### config.mk
export PLATFORM = sky130hd
export DESIGN_NAME = uart_tx_framed
export DESIGN_NICKNAME = d
export VERILOG_FILES = /design/src/rtl/uart_pkg.sv /design/src/rtl/uart_sync_fifo.sv /design/src/rtl/uart_tx_framed.sv
export SDC_FILE = /design/constraint.sdc
export NUM_CORES = 1
export LEC_CHECK = 0
export BUFFER_PORTS_ARGS = -buffer_cell sky130_fd_sc_hd__buf_4
export CAP_MARGIN = 10
export CORE_AREA = 2 2 121 123
export DETAILED_ROUTE_END_ITERATION = 16
export DIE_AREA = 0 0 123 125
export PLACE_DENSITY = 0.5
export SLEW_MARGIN = 25
export SYNTH_ARGS = -nofsm -noshare
export SYNTH_HDL_FRONTEND = slang
export SYNTH_SLANG_ARGS = --single-unit
### constraint.sdc
create_clock -name clk -period 3.4 [get_ports clk]
set_input_delay 0.17 -clock clk [delete_from_list [all_inputs] [get_ports clk]]
set_output_delay 0.17 -clock clk [all_outputs]
set_load 0.02 [all_outputs]
### src/rtl/uart_pkg.sv
// Shared definitions for the framed UART transmitter: FSM state encoding,
// parity and data-width codes, and small decode helpers.
package uart_pkg;

   typedef enum logic [2:0] {
      IDLE   = 3'd0,
      START  = 3'd1,
      DATA   = 3'd2,
      PARITY = 3'd3,
      STOP   = 3'd4
   } state_t;

   // Code 2'b11 also means no parity.
   localparam logic [1:0] PAR_NONE = 2'b00;
   localparam logic [1:0] PAR_EVEN = 2'b01;
   localparam logic [1:0] PAR_ODD  = 2'b10;

   localparam logic [1:0] DB_5 = 2'b00;
   localparam logic [1:0] DB_6 = 2'b01;
   localparam logic [1:0] DB_7 = 2'b10;
   localparam logic [1:0] DB_8 = 2'b11;

   function automatic logic parity_enabled(input logic [1:0] par);
      return (par == PAR_EVEN) || (par == PAR_ODD);
   endfunction

   // Index of the final data bit: 4 for DB_5 up to 7 for DB_8.
   function automatic logic [2:0] last_bit_idx(input logic [1:0] db);
      return 3'd4 + {1'b0, db};
   endfunction

endpackage

### src/rtl/uart_sync_fifo.sv
// Single-clock FIFO with first-word fall-through read; full pushes and
// empty pops are ignored so the caller never corrupts the pointers.
module uart_sync_fifo #(
   parameter int WIDTH = 8,
   parameter int DEPTH = 8
) (
   input  logic                           clk,
   input  logic                           rst,
   input  logic                           push,
   input  logic                           pop,
   input  logic [WIDTH-1:0]               din,
   output logic [WIDTH-1:0]               dout,
   output logic                           full,
   output logic                           empty,
   output logic [$clog2(DEPTH+1)-1:0]     level
);

   localparam int AW = $clog2(DEPTH);
   localparam int LW = $clog2(DEPTH + 1);

   logic [WIDTH-1:0] mem [DEPTH];
   logic [AW-1:0]    wr_ptr_reg;
   logic [AW-1:0]    rd_ptr_reg;
   logic [LW-1:0]    level_reg;
   logic             do_push;
   logic             do_pop;

   assign full    = (level_reg == LW'(DEPTH));
   assign empty   = (level_reg == '0);
   assign level   = level_reg;
   assign dout    = mem[rd_ptr_reg];
   assign do_push = push & ~full;
   assign do_pop  = pop & ~empty;

   always_ff @(posedge clk) begin
      if (do_push) begin
         mem[wr_ptr_reg] <= din;
      end
   end

   // Pointers wrap naturally because DEPTH is a power of two.
   always_ff @(posedge clk) begin
      if (rst) begin
         wr_ptr_reg <= '0;
         rd_ptr_reg <= '0;
         level_reg  <= '0;
      end else begin
         if (do_push) begin
            wr_ptr_reg <= wr_ptr_reg + AW'(1);
         end
         if (do_pop) begin
            rd_ptr_reg <= rd_ptr_reg + AW'(1);
         end
         case ({do_push, do_pop})
            2'b10:   level_reg <= level_reg + LW'(1);
            2'b01:   level_reg <= level_reg - LW'(1);
            default: level_reg <= level_reg;
         endcase
      end
   end

endmodule

### src/rtl/uart_tx_framed.sv
// Buffered UART transmitter with per-frame configurable data width, parity
// and stop bits; frames are sent back to back while the FIFO holds data.
module uart_tx_framed
   import uart_pkg::*;
#(
   parameter int CLK_DIV    = 5210,
   parameter int FIFO_DEPTH = 8
) (
   input  logic                                clk,
   input  logic                                rst,
   input  logic [7:0]                          in_data,
   input  logic                                in_valid,
   output logic                                in_ready,
   input  logic [1:0]                          cfg_data_bits,
   input  logic [1:0]                          cfg_parity,
   input  logic                                cfg_stop2,
   output logic                                tx,
   output logic                                busy,
   output logic                                tx_done,
   output logic [$clog2(FIFO_DEPTH+1)-1:0]     fifo_level
);

   localparam int CW = (CLK_DIV > 1) ? $clog2(CLK_DIV) : 1;

   logic [7:0]    fifo_dout;
   logic          fifo_full;
   logic          fifo_empty;
   logic          fifo_pop;
   logic [7:0]    din_masked;
   logic [3:0]    n_bits;

   state_t        state_reg;
   logic [CW-1:0] cnt_reg;
   logic [2:0]    bit_idx_reg;
   logic          stop_idx_reg;
   logic [7:0]    data_reg;
   logic [1:0]    db_reg;
   logic [1:0]    par_reg;
   logic          stop2_reg;
   logic          tx_reg;
   logic          busy_reg;
   logic          done_pend_reg;
   logic          tx_done_reg;

   logic          bit_end;
   logic          frame_end;
   logic          parity_bit;
   logic          tx_next;

   uart_sync_fifo #(
      .WIDTH (8),
      .DEPTH (FIFO_DEPTH)
   ) u_fifo (
      .clk   (clk),
      .rst   (rst),
      .push  (in_valid & ~fifo_full),
      .pop   (fifo_pop),
      .din   (in_data),
      .dout  (fifo_dout),
      .full  (fifo_full),
      .empty (fifo_empty),
      .level (fifo_level)
   );

   // Unused high data bits are zeroed at pop so parity is a plain XOR-reduce.
   assign n_bits = 4'd5 + {2'b00, cfg_data_bits};
   generate
      for (genvar gi = 0; gi < 8; gi++) begin : g_mask
         assign din_masked[gi] = fifo_dout[gi] & (4'(gi) < n_bits);
      end
   endgenerate

   assign in_ready   = ~fifo_full;
   assign tx         = tx_reg;
   assign busy       = busy_reg;
   assign tx_done    = tx_done_reg;
   assign bit_end    = (cnt_reg == CW'(CLK_DIV - 1));
   assign frame_end  = (state_reg == STOP) && bit_end && (stop_idx_reg || !stop2_reg);
   assign fifo_pop   = !fifo_empty && ((state_reg == IDLE) || frame_end);
   assign parity_bit = (^data_reg) ^ (par_reg == PAR_ODD);

   always_comb begin
      tx_next = 1'b1;
      case (state_reg)
         START:   tx_next = 1'b0;
         DATA:    tx_next = data_reg[bit_idx_reg];
         PARITY:  tx_next = parity_bit;
         default: tx_next = 1'b1;
      endcase
   end

   // The line and done pulse trail the state by one cycle, so tx_done lines
   // up with the end of the last stop bit as it appears on the wire.
   always_ff @(posedge clk) begin
      if (rst) begin
         state_reg     <= IDLE;
         cnt_reg       <= '0;
         bit_idx_reg   <= '0;
         stop_idx_reg  <= 1'b0;
         data_reg      <= '0;
         db_reg        <= DB_8;
         par_reg       <= PAR_NONE;
         stop2_reg     <= 1'b0;
         tx_reg        <= 1'b1;
         busy_reg      <= 1'b0;
         done_pend_reg <= 1'b0;
         tx_done_reg   <= 1'b0;
      end else begin
         tx_reg        <= tx_next;
         done_pend_reg <= frame_end;
         tx_done_reg   <= done_pend_reg;
         if (fifo_pop) begin
            state_reg <= START;
            busy_reg  <= 1'b1;
            cnt_reg   <= '0;
            data_reg  <= din_masked;
            db_reg    <= cfg_data_bits;
            par_reg   <= cfg_parity;
            stop2_reg <= cfg_stop2;
         end else if (state_reg != IDLE) begin
            cnt_reg <= bit_end ? '0 : cnt_reg + CW'(1);
            if (bit_end) begin
               case (state_reg)
                  START: begin
                     state_reg   <= DATA;
                     bit_idx_reg <= '0;
                  end
                  DATA: begin
                     if (bit_idx_reg == last_bit_idx(db_reg)) begin
                        state_reg    <= parity_enabled(par_reg) ? PARITY : STOP;
                        stop_idx_reg <= 1'b0;
                     end else begin
                        bit_idx_reg <= bit_idx_reg + 3'd1;
                     end
                  end
                  PARITY: begin
                     state_reg    <= STOP;
                     stop_idx_reg <= 1'b0;
                  end
                  STOP: begin
                     if (frame_end) begin
                        state_reg <= IDLE;
                        busy_reg  <= 1'b0;
                     end else begin
                        stop_idx_reg <= 1'b1;
                     end
                  end
                  default: state_reg <= IDLE;
               endcase
            end
         end
      end
   end

endmodule

# After elaboration in Yosys (flattened, before gate mapping)
# Memory sizes are Yosys's and may differ from the RTL's. A register that Yosys moved wholly into a read port is not among the register bits.
# Index checks and enable logic that the tools add are counted.
op_classes:
  n_lt_le_gt_ge: 9
  eq_ne: 17
  mul: 0
  addsub: 8
  shift: 0
  n_reduce_logical: 25
  div: 0
  bitwise_logic: 15
  muxes: 26
ops:
  columns: ["cell", "count"]
  rows:
  - ["3-bit two-way mux", 6]
  - ["3-bit by 4-bit less-than comparator with 1-bit output (first input constant)", 4]
  - ["13-bit by 1-bit adder with 13-bit output (second input constant)", 1]
  - ["13-bit equality test (second input constant)", 1]
  - ["1-bit two-way mux", 13]
  - ["13-bit two-way mux", 1]
  - ["3-bit case mux with 4 select lines", 1]
  - ["4-bit AND reduction", 3]
  - ["2-bit nonzero test", 6]
  - ["1-bit bitwise AND", 11]
  - ["3-bit by 1-bit adder with 3-bit output (second input constant)", 3]
  - ["1-bit by 4-bit less-than comparator with 1-bit output (first input constant)", 2]
  - ["2-bit by 4-bit less-than comparator with 1-bit output (first input constant)", 2]
  - ["2-bit != test (second input constant)", 4]
  - ["4-bit case mux with 2 select lines", 1]
  - ["8-bit parity", 1]
  - ["3-bit by 2-bit equality test with 1-bit output (second input constant)", 2]
  - ["3-bit by 2-bit != test with 1-bit output (second input constant)", 2]
  - ["1-bit case mux with 3 select lines", 2]
  - ["3-bit case mux with 2 select lines", 1]
  - ["6-bit AND reduction", 1]
  - ["3-bit nonzero test", 2]
  - ["5-bit AND reduction", 1]
  - ["3-bit by 2-bit adder with 4-bit output (first input constant)", 1]
  - ["19 further kinds", 28]
word_totals:
  memories: 1
  rom_bits: 0
  out_inout_bits: 8
  inputBits: 16
  latchBits: 0
  elab_cells: 117
  ramBits: 64
  regBits: 47
memory_table:
  columns: ["name", "depth", "width", "rd", "rd_clocked_by_memory_dff", "write_ports", "line", "text"]
  rows:
  - ["u_fifo.mem", 8, 8, 1, 1, 1, "uart_sync_fifo.sv:21", "logic [WIDTH-1:0] mem [DEPTH];"]

# Longest topological paths before layout
logic_depth:
  word_depth: 8
  ltp_mapped: 13
  depth_no_buf: 12

# Cells and area by module
# Synthesis repeated with hierarchy kept, for this count alone.
unflattened:
  cells_unflattened: 396
  hier_area_um2: 5154.9
modules_own_cells:
  columns: ["mod", "cells_each", "seq_area_each_um2", "instances", "area_per_inst_um2"]
  rows:
  - ["uart_sync_fifo", 167, 2182.1, 1, 3151.8]
  - ["uart_tx_framed", 229, 740.7, 1, 2003.2]

# Least setup slack after synthesis
# Ideal clock, no wire load.
synth_timing:
  kind: "reg-to-reg"
  startpoint: "register cnt_reg[7]"
  endpoint: "register u_fifo.level_reg[2] (netlist: u_fifo.level[2])"
  period_less_slack_ns: 2.833
  slack_ns: 0.567
  required_ns: 3.329
  setup_ns: 0.071
  arrival_ns: 2.762
  stages_incl_launch_ff: 12
  n_path_buf: 1
  cell_sequence: "dfxtp_1 -> or4b_1 -> nand4b_1 -> a21oi_1 -> clkbuf_1 -> ha_1 -> xor2_1 -> ha_1 -> a21oi_1 -> xor2_1 -> or3_1 -> a21oi_1"
synth_via:
  elab_chain_cells: 8
  elab_cells_between_ends: 10
  classes_between: "eq/ne: 3; mux: 1; bitwise: 1; reduce/logical: 5"
synth_rtl:
  columns: ["element", "line", "text"]
  rows:
  - ["from (decl)", "uart_tx_framed.sv:33", "logic [CW-1:0] cnt_reg;"]
  - ["from (signal assigned)", "uart_tx_framed.sv:121", "cnt_reg <= bit_end ? '0 : cnt_reg + CW'(1);"]
  - ["13-bit equality test *", "uart_tx_framed.sv:77", "assign bit_end = (cnt_reg == CW'(CLK_DIV - 1));"]
  - ["1-bit logical AND * (2 in a row)", "uart_tx_framed.sv:78", "assign frame_end = (state_reg == STOP) && bit_end && (stop_idx_reg || !stop2_reg);"]
  - ["1-bit logical OR *", "uart_tx_framed.sv:79", "assign fifo_pop = !fifo_empty && ((state_reg == IDLE) || frame_end);"]
  - ["1-bit logical AND *", "uart_tx_framed.sv:79", null]
  - ["net fifo_pop", "uart_tx_framed.sv:28", "logic fifo_pop;"]
  - ["1-bit bitwise AND *", "uart_sync_fifo.sv:33", "assign do_pop = pop & ~empty;"]
  - ["2-bit by 1-bit equality test with 1-bit output / 2-bit equality test (equally long branches)", "uart_sync_fifo.sv:54", "case ({do_push, do_pop})"]
  - ["4-bit case mux with 2 select lines / 2-bit nonzero test (equally long branches)", null, null]
  - ["to (signal assigned)", "uart_sync_fifo.sv:55", "2'b10: level_reg <= level_reg + LW'(1);"]
  - ["to (signal assigned)", "uart_sync_fifo.sv:56", "2'b01: level_reg <= level_reg - LW'(1);"]
  - ["to (signal assigned)", "uart_sync_fifo.sv:57", "default: level_reg <= level_reg;"]
  - ["to (decl)", "uart_sync_fifo.sv:24", "logic [LW-1:0] level_reg;"]
# Mark *: on every way through the listed nets, which the timed path passes. The rest lies on a longest branch.
# A chain may end at the register's enable or synchronous reset.

# Final worst setup path
layout_timing:
  startpoint: "register cnt_reg[7]"
  endpoint: "register u_fifo.level_reg[2] (netlist: u_fifo.level[2])"
layout_via:
  elab_chain_cells: 8
  elab_cells_between_ends: 10
  classes_between: "eq/ne: 3; mux: 1; bitwise: 1; reduce/logical: 5"
layout_rtl:
  columns: ["element", "line"]
  rows:
  - ["13-bit equality test *", "uart_tx_framed.sv:77"]
  - ["1-bit logical AND * (2 in a row)", "uart_tx_framed.sv:78"]
  - ["1-bit logical OR *", "uart_tx_framed.sv:79"]
  - ["1-bit logical AND *", "uart_tx_framed.sv:79"]
  - ["1-bit bitwise AND *", "uart_sync_fifo.sv:33"]
  - ["2-bit by 1-bit equality test with 1-bit output / 2-bit equality test (equally long branches)", "uart_sync_fifo.sv:54"]
  - ["4-bit case mux with 2 select lines / 2-bit nonzero test (equally long branches)", null]
# Mark *: on every way between the ends. The rest lies on a longest branch, timed or not.

==> results.py <==
metrics = {
    "placement": {
        "hpwlAfterDp_mm": 6.11,
        "numPortBuffers": 23,
        "gp_congestion": 0.739,
    },
    "grt": {
        "grt_max_degree": 38,
        "grt_pass1_vias": 2877,
        "overflow": 0,
        "antenna_found_initial": 0,
        "track_usage_pct": 13.1,
        "grt_first_pass_wirelength_mm": 14.9,
    },
    "sta": {
        "relSlewSlack_pct": 33.4,
        "worst_slew_pin_slew_ns": 0.996,
        "final.setup_skew_ns": 0.00819,
        "max_freq_ghz": 0.372,
        "fin_crit_sh_pct": 79.0,
        "finalHoldViolCount": 0,
        "tns_ns": 0,
        "setup_violations": 0,
        "fin_crit_ns": 2.69,
        "rsz0062_at_grt": "false",
        "whs_ns": 0.0271,
        "slew_viol_final": 0,
    },
    "setup_path": {
        "endpoint": "u_fifo.level[2]",
        "startpoint": "cnt_reg[7]",
        "start_kind": "register",
        "path_max_fanout": 32,
        "endpoint_kind": "register",
        "path_cells": "or4b_1, nand4b_1, a21oi_2, buf_4, ha_1, a21oi_1, xor2_1, or3_1, a21oi_1",
        "r2r-end": "u_fifo.level[2]",
        "crit_slowest_cell": "or4b_1",
        "cpPeakStageDelay_ns": 0.55,
        "worstPathArrival_ns": 3.02,
        "crit_required_ns": 3.73,
        "r2r_slack_ns": 0.71,
        "path_common_cell": "a21oi_1",
        "rr_worst_depth": 9,
        "crit_type": "register to register",
        "timing.rr.start": "cnt_reg[7]",
    },
    "yosys": {
        "synth_top_cell_area_share_pct": 39.9,
        "syn_nets": 398,
        "yosys.cell_count.top_type": "edfxtp_1",
        "netlist_area_sq_mm": 0.00482,
        "synth_top_cell_by_area": "edfxtp_1",
        "netlist_top_cells_area": "edfxtp_1 (40%), dfxtp_1 (21%), mux4_2 (7.9%)",
        "synthCells": 373,
        "synth-seq-cells": 114,
        "ys_async_sr_fraction_pct": 0,
        "netlist_top_cells_count": "edfxtp_1 (64), dfxtp_1 (50), nor2_1 (45), a21oi_1 (18), nand2_1 (18)",
        "yosysWarnings": 0,
        "ys_seq_area_share_pct": 60.6,
        "synth.avg_cell_area_sq_um": 12.9,
        "synth_edf_count": 64,
        "ys_types": 45,
        "synth_flop_cell": "edfxtp_1",
    },
    "floorplanning": {
        "die_h_um": 125,
        "core_area_sq_mm": 0.0142,
        "rows": 44,
        "ios": 24,
        "die_w_um": 123,
        "die-area_sq_mm": 0.0154,
        "initial_core_util_pct": 33.9,
    },
    "layout": {
        "fillers": 1320,
        "largest_register_ffs": 64,
        "drive_gt1_share_pct": 19.4,
        "fin_nets": 438,
        "diodes": 0,
        "area_growth_pct": 21.3,
        "postLayoutCoreUtil_pct": 41.2,
    },
    "routing": {
        "drt-pass1-iter-count": 4,
        "first_iter_violations": 154,
        "wirelength_met1_mm": 4.28,
        "via_per_inst": 4.84,
        "dr_wl_met3_um": 277,
        "antenna_left": 0,
        "wl_mm": 9.29,
        "drc_errors": 0,
        "met2WireLength_mm": 4.56,
        "num_vias": 2936,
        "avgRoutedWirePerCell_um": 15.3,
        "maxUsedRoutingLayer": "met4",
    },
    "clock_tree": {
        "clockBufferDepth": 2,
        "clk_latency_ns": 0.40,
        "ctsHoldBuffers": 8,
        "cts_root_buf": "clkbuf_16",
        "post_cts_buffers": 0,
        "clk_pin_slew_worst_paths_ns": 0.05,
        "post_cts_resized": 0,
        "cts_buffers": 17,
        "cts_max_level": 4,
        "cts_tree": "yes",
        "clock_sinks": 114,
    },
    "power_and_ir_drop": {
        "power.static_leakage_nw": 2.00,
        "irDropWorstVdd_mv": 0.402,
        "powerDensity_mw_per_mm2": 794,
        "p_total_mw": 4.64,
    },
    "status": {
        "status": "completed",
    },
    "flow_run": {
        "max-cap-violations": 0,
    },
    "hold_path": {
        "worstHoldPathType": "input port to register",
    },
}
## power breakdown
part | internal [mW] | switching (mW) | leakage [nW]
registers | 1.63 | 0.177 | 0.989
clock network | 1.12 | 0.550 | 0.270
logic | 0.581 | 0.591 | 0.745
## worst min path at each step
stage,start,end,slack (ns),cells after the start
after floorplan,in_data[0],u_fifo.mem[0][0],0.27,0
after global placement,in_data[1],u_fifo.mem[2][1],0.40,1
after detailed placement,in_data[3],u_fifo.mem[5][3],0.41,1
after CTS,cfg_parity[1],par_reg[1],0.008,3
after global routing,cfg_parity[0],par_reg[0],0.04,3
final,cfg_parity[1],par_reg[1],0.03,3
## per-stage QoR
step / worst slack (ns) / cells / area, sq um
detailed placement: 0.717 / 570 / 5220
finish: 0.714 / 607 / 5850
global placement: 0.765 / 570 / 5220
global route: 0.516 / 607 / 5850
CTS: 0.703 / 607 / 5850
floorplan: 0.567 / 373 / 4820
## cells in the final DEF (no fill, tap or decap), types with 10 or more instances in the layout
master / Yosys / layout
nand2_1: 18 / 18
nor3_1: 12 / 12
nor2_1: 45 / 45
buf_4: 0 / 32
xnor2_1: 12 / 12
dfxtp_1: 50 / 50
mux2i_1: 15 / 15
o21ai_0: 10 / 10
clkbuf_16: 0 / 17
xor2_1: 15 / 15
a21oi_1: 18 / 17
edfxtp_1: 64 / 64
mux4_2: 17 / 17
## cell type report
type / count / area [sq um] / share of cell area [%]
clock inverters: 10 / 119 / 2.03
repair buffers: 40 / 320 / 5.48
clock buffers: 19 / 433 / 7.40
well taps: 184 / 230 / 3.94
multi-input cells: 233 / 1800 / 30.7
inverters: 7 / 26.3 / 0.449
flip-flops and latches: 114 / 2920 / 50.0
## logic make-up after synthesis
kind of cell,share of synthesized area (%)
compound gates,5.40
flops,60.6
simple gates,12.8
buf+inv,2.18
fa+ha+maj,2.34
xor+xnor,4.91
mux,11.8
## metal layers
layer  track usage (%)  up-vias
met5                 0        -
met3              3.79       12
met2              21.1       35
met4              6.02        0
li1                  -     1455
met1              16.2     1434
## worst max-delay path, delay by kind of cell (launching register included)
family,cells,cell delay [ns]
buf+inv,1,0.35
simple gates,3,1.10
xor+xnor,1,0.17
compound gates,3,0.42
flops,1,0.33
fa+ha+maj,1,0.25
Power figures use the tool's default switching activity.
